`src/rtl/word_port_responder.sv`:
```
// word_port_responder
// Responder for dynamically sized bus cycles on the Amiga-side data bus.
// Every accepted cycle gets a programmable number of wait states. It then
// ends as a 16-bit port (DSACK=01), or with a bus error when the register
// index lies outside the implemented register bank. Register data travels on the upper lanes D31:16.
module word_port_responder #(
   parameter int WAIT_STATES = 2,
   parameter int NREGS       = 8
) (
   input  logic        CLK40,
   input  logic        nRESET,
   input  logic        nTS,
   input  logic        nCS,
   input  logic        RnW,
   input  logic [3:0]  A,
   input  logic [1:0]  SIZ,
   input  logic [15:0] D_IN,
   output logic [15:0] D_OUT,
   output logic        D_OE,
   output logic [1:0]  DSACK,
   output logic        nBERR
);

   typedef enum logic [2:0] {
      ST_IDLE    = 3'd0,
      ST_WAIT    = 3'd1,
      ST_ACK     = 3'd2,
      ST_ERR     = 3'd3,
      ST_RECOVER = 3'd4
   } state_t;

   localparam logic [3:0] WAIT_LOAD = 4'(WAIT_STATES);

   state_t      state_r;
   logic [3:0]  cnt_r;
   logic        rnw_r;
   logic [1:0]  siz_r;
   logic [2:0]  idx_r;
   logic        a0_r;
   logic [15:0] d_out_r;
   logic        d_oe_r;
   logic [1:0]  dsack_r;
   logic        nberr_r;
   logic [15:0] regs_r [0:7];
   logic        rst_sync_r;

   // Byte-lane write mask. Only a byte cycle narrows the write. Long and
   // burst cycles become word accesses because this port ends them as 16-bit.
   function automatic logic [15:0] lane_mask(input logic [1:0] siz, input logic a0);
      logic [15:0] m;
      case (siz)
         2'b01:   m = a0 ? 16'h00FF : 16'hFF00;
         default: m = 16'hFFFF;
      endcase
      return m;
   endfunction

   // Read-back value for an index. Unimplemented indices read as zero.
   function automatic logic [15:0] reg_read(input logic [2:0] idx, input logic [15:0] val);
      logic [15:0] r;
      if (int'(idx) < NREGS) begin
         r = val;
      end else begin
         r = 16'h0000;
      end
      return r;
   endfunction

   // Reset asserts at once and releases on the first clock edge. The FSM can
   // then accept a cycle on the second rising edge after nRESET deasserts.
   always_ff @(posedge CLK40 or negedge nRESET) begin
      if (!nRESET) begin
         rst_sync_r <= 1'b0;
      end else begin
         rst_sync_r <= 1'b1;
      end
   end

   // Cycle FSM. Outputs are registered here together with the transition
   // into the state that drives them.
   always_ff @(posedge CLK40 or negedge rst_sync_r) begin
      if (!rst_sync_r) begin
         state_r <= ST_IDLE;
         cnt_r   <= 4'd0;
         rnw_r   <= 1'b0;
         siz_r   <= 2'b00;
         idx_r   <= 3'd0;
         a0_r    <= 1'b0;
         d_out_r <= 16'h0000;
         d_oe_r  <= 1'b0;
         dsack_r <= 2'b11;
         nberr_r <= 1'b1;
         for (int i = 0; i < 8; i++) begin
            regs_r[i] <= 16'h0000;
         end
      end else begin
         case (state_r)
            ST_IDLE: begin
               if (!nTS && !nCS) begin
                  rnw_r   <= RnW;
                  siz_r   <= SIZ;
                  idx_r   <= A[3:1];
                  a0_r    <= A[0];
                  d_out_r <= reg_read(A[3:1], regs_r[A[3:1]]);
                  d_oe_r  <= RnW;
                  cnt_r   <= WAIT_LOAD;
                  state_r <= ST_WAIT;
               end else begin
                  state_r <= ST_IDLE;
               end
            end
            ST_WAIT: begin
               if (cnt_r == 4'd0) begin
                  if (int'(idx_r) >= NREGS) begin
                     nberr_r <= 1'b0;
                     d_oe_r  <= 1'b0;
                     state_r <= ST_ERR;
                  end else begin
                     dsack_r <= 2'b01;
                     state_r <= ST_ACK;
                  end
               end else begin
                  cnt_r <= cnt_r - 4'd1;
               end
            end
            ST_ACK: begin
               dsack_r <= 2'b11;
               d_oe_r  <= 1'b0;
               if (!rnw_r) begin
                  regs_r[idx_r] <= (regs_r[idx_r] & ~lane_mask(siz_r, a0_r))
                                 | (D_IN & lane_mask(siz_r, a0_r));
               end else begin
                  regs_r[idx_r] <= regs_r[idx_r];
               end
               state_r <= ST_RECOVER;
            end
            ST_ERR: begin
               nberr_r <= 1'b1;
               state_r <= ST_RECOVER;
            end
            ST_RECOVER: begin
               state_r <= ST_IDLE;
            end
            default: begin
               dsack_r <= 2'b11;
               nberr_r <= 1'b1;
               d_oe_r  <= 1'b0;
               state_r <= ST_IDLE;
            end
         endcase
      end
   end

   assign D_OUT = d_out_r;
   assign D_OE  = d_oe_r;
   assign DSACK = dsack_r;
   assign nBERR = nberr_r;

endmodule
```
`config.mk`:
```
export PLATFORM = sky130hd
export DESIGN_NAME = word_port_responder
export DESIGN_NICKNAME = d
export VERILOG_FILES = /design/src/rtl/word_port_responder.sv
export SDC_FILE = /design/constraint.sdc
export NUM_CORES = 1
export LEC_CHECK = 0
export ABC_AREA = 0
export BUFFER_PORTS_ARGS = -buffer_cell sky130_fd_sc_hd__buf_2
export CELL_PAD_IN_SITES_DETAIL_PLACEMENT = 1
export CELL_PAD_IN_SITES_GLOBAL_PLACEMENT = 1
export CORE_MARGIN = 2
export CORE_UTILIZATION = 34
export CTS_CLUSTER_DIAMETER = 30
export DETAILED_ROUTE_END_ITERATION = 10
export PLACE_DENSITY_LB_ADDON = 0.1
export SLEW_MARGIN = 20
export SYNTH_ARGS = -nofsm -noshare
export SYNTH_HDL_FRONTEND = slang
export SYNTH_SLANG_ARGS = --single-unit
```
`constraint.sdc`:
```
create_clock -name CLK40 -period 7.3 [get_ports CLK40]
set_clock_uncertainty 0.15 [all_clocks]
set_input_delay 1.825 -clock CLK40 [delete_from_list [all_inputs] [get_ports CLK40]]
set_output_delay 1.825 -clock CLK40 [all_outputs]
set_load 0.005 [all_outputs]
```
==> flow_summary.ini <==
[timing]
hold_viol = 0
setup_tns_ns = 0
fmax_mhz = 314.0
rsz0062_at_grt = false
tightest_slew_ns = 0.9435
fin_crit_ns = 3.184
slew_violations = 0
relSlewSlack = 0.3703
setup_viol = 0
min_period_over_period = 0.4362

[floorplanning]
ios = 47
die_y_um = 157.7
dieArea_um2 = 24860
dieWidth_um = 157.7
core_um2 = 23330
num_rows = 56
initial_utilization = 0.3441

[setup_path]
cp-end-kind = flop
cp_slowest_stage_delay_ns = 0.58
path_cells = buf_2, buf_4, mux4_2, mux2i_1, o21ai_0
path_class = in2reg
critPathSlowestCell = mux4_2
cp.arrival_ns = 3.31
crit_required_ns = 7.43
start_kind = primary input
cp_max_fo = 33

[clock_network]
htree_levels = 4
cts_buffer_depth = 2
cts_tree = done
cts_buffers = 17
cts_resized = 0
post-cts-setup-buffers = 0
numClockSinks = 161
cts-root-buf = clkbuf_16
clk_latency_ns = 0.42
cts_hold_buf = 0
clkTransAtPathRegs_ns = 0.07

[synth]
postSynthCellCount = 678
synth_area_um2 = 8028
avgSynthCellArea_um2 = 11.84
synth_seq_cells = 161
yosys.cell_types.count = 34
yosys_warnings = 0
ys_seq_area_frac = 0.5020

[final_layout]
antenna_cells = 0
final_cells = 1036
nets = 733
area_growth_pct = 14.12
layout-drive-gt1-share = 0.2734

[pwr]
p_sw_mw = 1.405
clkPwrFrac = 0.241
p_int_mw = 2.553
total_leakage_power_nw = 3.897
swShare = 0.3550
pwr-share-seq = 0.385
combPwrFrac = 0.374
p_per_area_nw_per_um2 = 432.0
ir_drop_uv = 182.0

[place]
gp_congestion = 0.7373
post-dp-hpwl_mm = 12.95
numPortBuffers = 44
dp.cells = 1004

[routing]
drt_pass1_iterations = 4
wl_per_cell_um = 20.93
vias = 5338
drc = 0
viasPerCell = 5.153
drtAntennaViolNets = 0
drt_first_iter_violations = 306
routed_wl_mm = 21.68

[global_route]
grt_start_max_net_pins = 81
track_usage = 0.1875
grt_pass1_wl_mm = 34.37
antenna_found_initial = 0
grt_pass1_vias = 5760
grt_overflow = 0

[job]
drv_cap = 0

[run_status]
status = complete, no violations

[hold_path]
hold_class = reg2async
==> stage by stage <==
stage | total power [mW] | util | setup WS, ns | area (um^2) | hold WS (ns)
floorplan | 2.613 | - | 2.304 | 8035 | 0.3109
global placement | 2.978 | 0.3657 | 3.697 | 8532 | 0.1502
detailed placement | 3.041 | 0.3657 | 3.642 | 8532 | 0.1570
CTS | 4.010 | 0.3925 | 4.087 | 9158 | 0.1647
global route | 4.237 | 0.3926 | 3.974 | 9161 | 0.1903
finish | 3.958 | 0.3926 | 4.116 | 9161 | 0.1443
==> worst max-delay path: cells and delay by family <==
kind                   cells  cell delay [ns]
AO/OA/AOI/OAI              1             0.11
buffers and inverters      2             0.63
multiplexers               2             0.73
==> cells in the final DEF, fill, tap and decap left out, drive strengths merged, types with 2 or more instances in the layout <==
| cell | instances |
|---|---|
| a31o | 2 |
| and2 | 2 |
| buf | 57 |
| bufinv | 4 |
| clkbuf | 18 |
| clkinv | 6 |
| clkinvlp | 2 |
| conb | 3 |
| dfrtp | 160 |
| ha | 2 |
| inv | 7 |
| mux2 | 18 |
| mux2i | 32 |
| mux4 | 64 |
| nand2 | 164 |
| nand3 | 4 |
| nor2 | 5 |
| nor2b | 3 |
| nor3 | 3 |
| nor4b | 2 |
| o21ai | 148 |
| xor2 | 2 |
==> layer usage <==
metal | up-vias | global-route usage | routed length (um)
met4 | 0 | 0.05022 | 279
met2 | 76 | 0.3161 | 10810
met3 | 18 | 0.03121 | 523
li1 | 2495 | - | -
met1 | 2749 | 0.2512 | 10070
met5 | - | 0 | 0
==> power by group through the flow <==
stage	Sequential, mW	Combinational [mW]	Clock, mW
global placement	1.52	1.46	0
finish	1.52	1.48	0.955
global route	1.58	1.65	1.01
CTS	1.53	1.50	0.980
detailed placement	1.54	1.50	0
floorplan	1.45	1.17	0
==> cell type report <==
class | count | area (um^2)
clock buffer | 18 | 439.2
clock inverter | 14 | 186.4
fill | 2488 | 14170
inverter | 5 | 18.77
multi-input combinational | 462 | 3761
sequential | 161 | 4035
tap | 319 | 399.1
timing repair buffer | 57 | 321.6
==> logic make-up (layout without fill, tap and decap cells) <==
kind of cell	Yosys count	after routing	synth area share
and+or+nand+nor	187	187	0.09383
DFF	161	161	0.5020
AOI/OAI and AO/OA	154	154	0.09819
muxes	114	114	0.2685
buffers and inverters	57	94	0.03164
adders and majority gates	2	2	0.003117
xor gates and xnor gates	2	2	0.002182
other	1	3	0.0004671
==> synthesized netlist by cell type <==
| master | instances | area share |
|---|---|---|
| a2bb2oi_1 | 1 | 0.0011 |
| a31o_2 | 2 | 0.0022 |
| a31oi_1 | 1 | 0.00078 |
| a32oi_1 | 1 | 0.0011 |
| and2_1 | 2 | 0.0016 |
| and4bb_2 | 1 | 0.0016 |
| buf_1 | 2 | 0.00094 |
| buf_2 | 8 | 0.0050 |
| buf_4 | 2 | 0.0019 |
| buf_6 | 3 | 0.0042 |
| clkbuf_1 | 37 | 0.017 |
| conb_1 | 1 | 0.00047 |
| dfrtp_1 | 160 | 0.50 |
| dfstp_2 | 1 | 0.0033 |
| ha_1 | 2 | 0.0031 |
| inv_1 | 5 | 0.0023 |
| mux2_2 | 18 | 0.025 |
| mux2i_1 | 16 | 0.020 |
| mux2i_2 | 1 | 0.0017 |
| mux2i_4 | 15 | 0.042 |
| mux4_2 | 64 | 0.18 |
| nand2_1 | 164 | 0.077 |
| nand2b_1 | 1 | 0.00078 |
| nand3_1 | 4 | 0.0025 |
| nor2_1 | 5 | 0.0023 |
| nor2b_1 | 3 | 0.0023 |
| nor3_1 | 3 | 0.0019 |
| nor3b_1 | 1 | 0.00094 |
| nor4b_1 | 2 | 0.0022 |
| o21ai_0 | 29 | 0.018 |
| o21ai_1 | 119 | 0.074 |
| o22ai_1 | 1 | 0.00078 |
| or3b_2 | 1 | 0.0011 |
| xor2_1 | 2 | 0.0022 |
==> state kept, by name, summed over array words and instances (netlist names) <==
signal / flops
siz_r: 2
cnt_r: 4
regs_r: 128
D_OE: 1
D_OUT: 16
DSACK: 1
state_r: 3
rst_sync_r: 1
rnw_r: 1
idx_r: 3
a0_r: 1
==> worst paths after layout <==
path | from | to | slack (ns) | cells after the start
setup / recovery | A[1] | D_OUT[6]$_DFFE_PN0P_ | 4.12 | 5
hold / removal | rst_sync_r$_DFF_PN0_ | regs_r[4]$_DFFE_PN0P_ | 0.14 | 0
setup reg to reg | state_r[0]$_DFFE_PN0P_ | regs_r[34]$_DFFE_PN0P_ | 4.56 | 4
hold reg to reg | rst_sync_r$_DFF_PN0_ | regs_r[4]$_DFFE_PN0P_ | 0.14 | 0
max in group asynchronous | rst_sync_r$_DFF_PN0_ | D_OUT[14]$_DFFE_PN0P_ | 5.73 | 1
min in group CLK40 | D_OUT[1]$_DFFE_PN0P_ | D_OUT[1]$_DFFE_PN0P_ | 0.33 | 2
No activity file was read; power rests on OpenSTA's default activity.
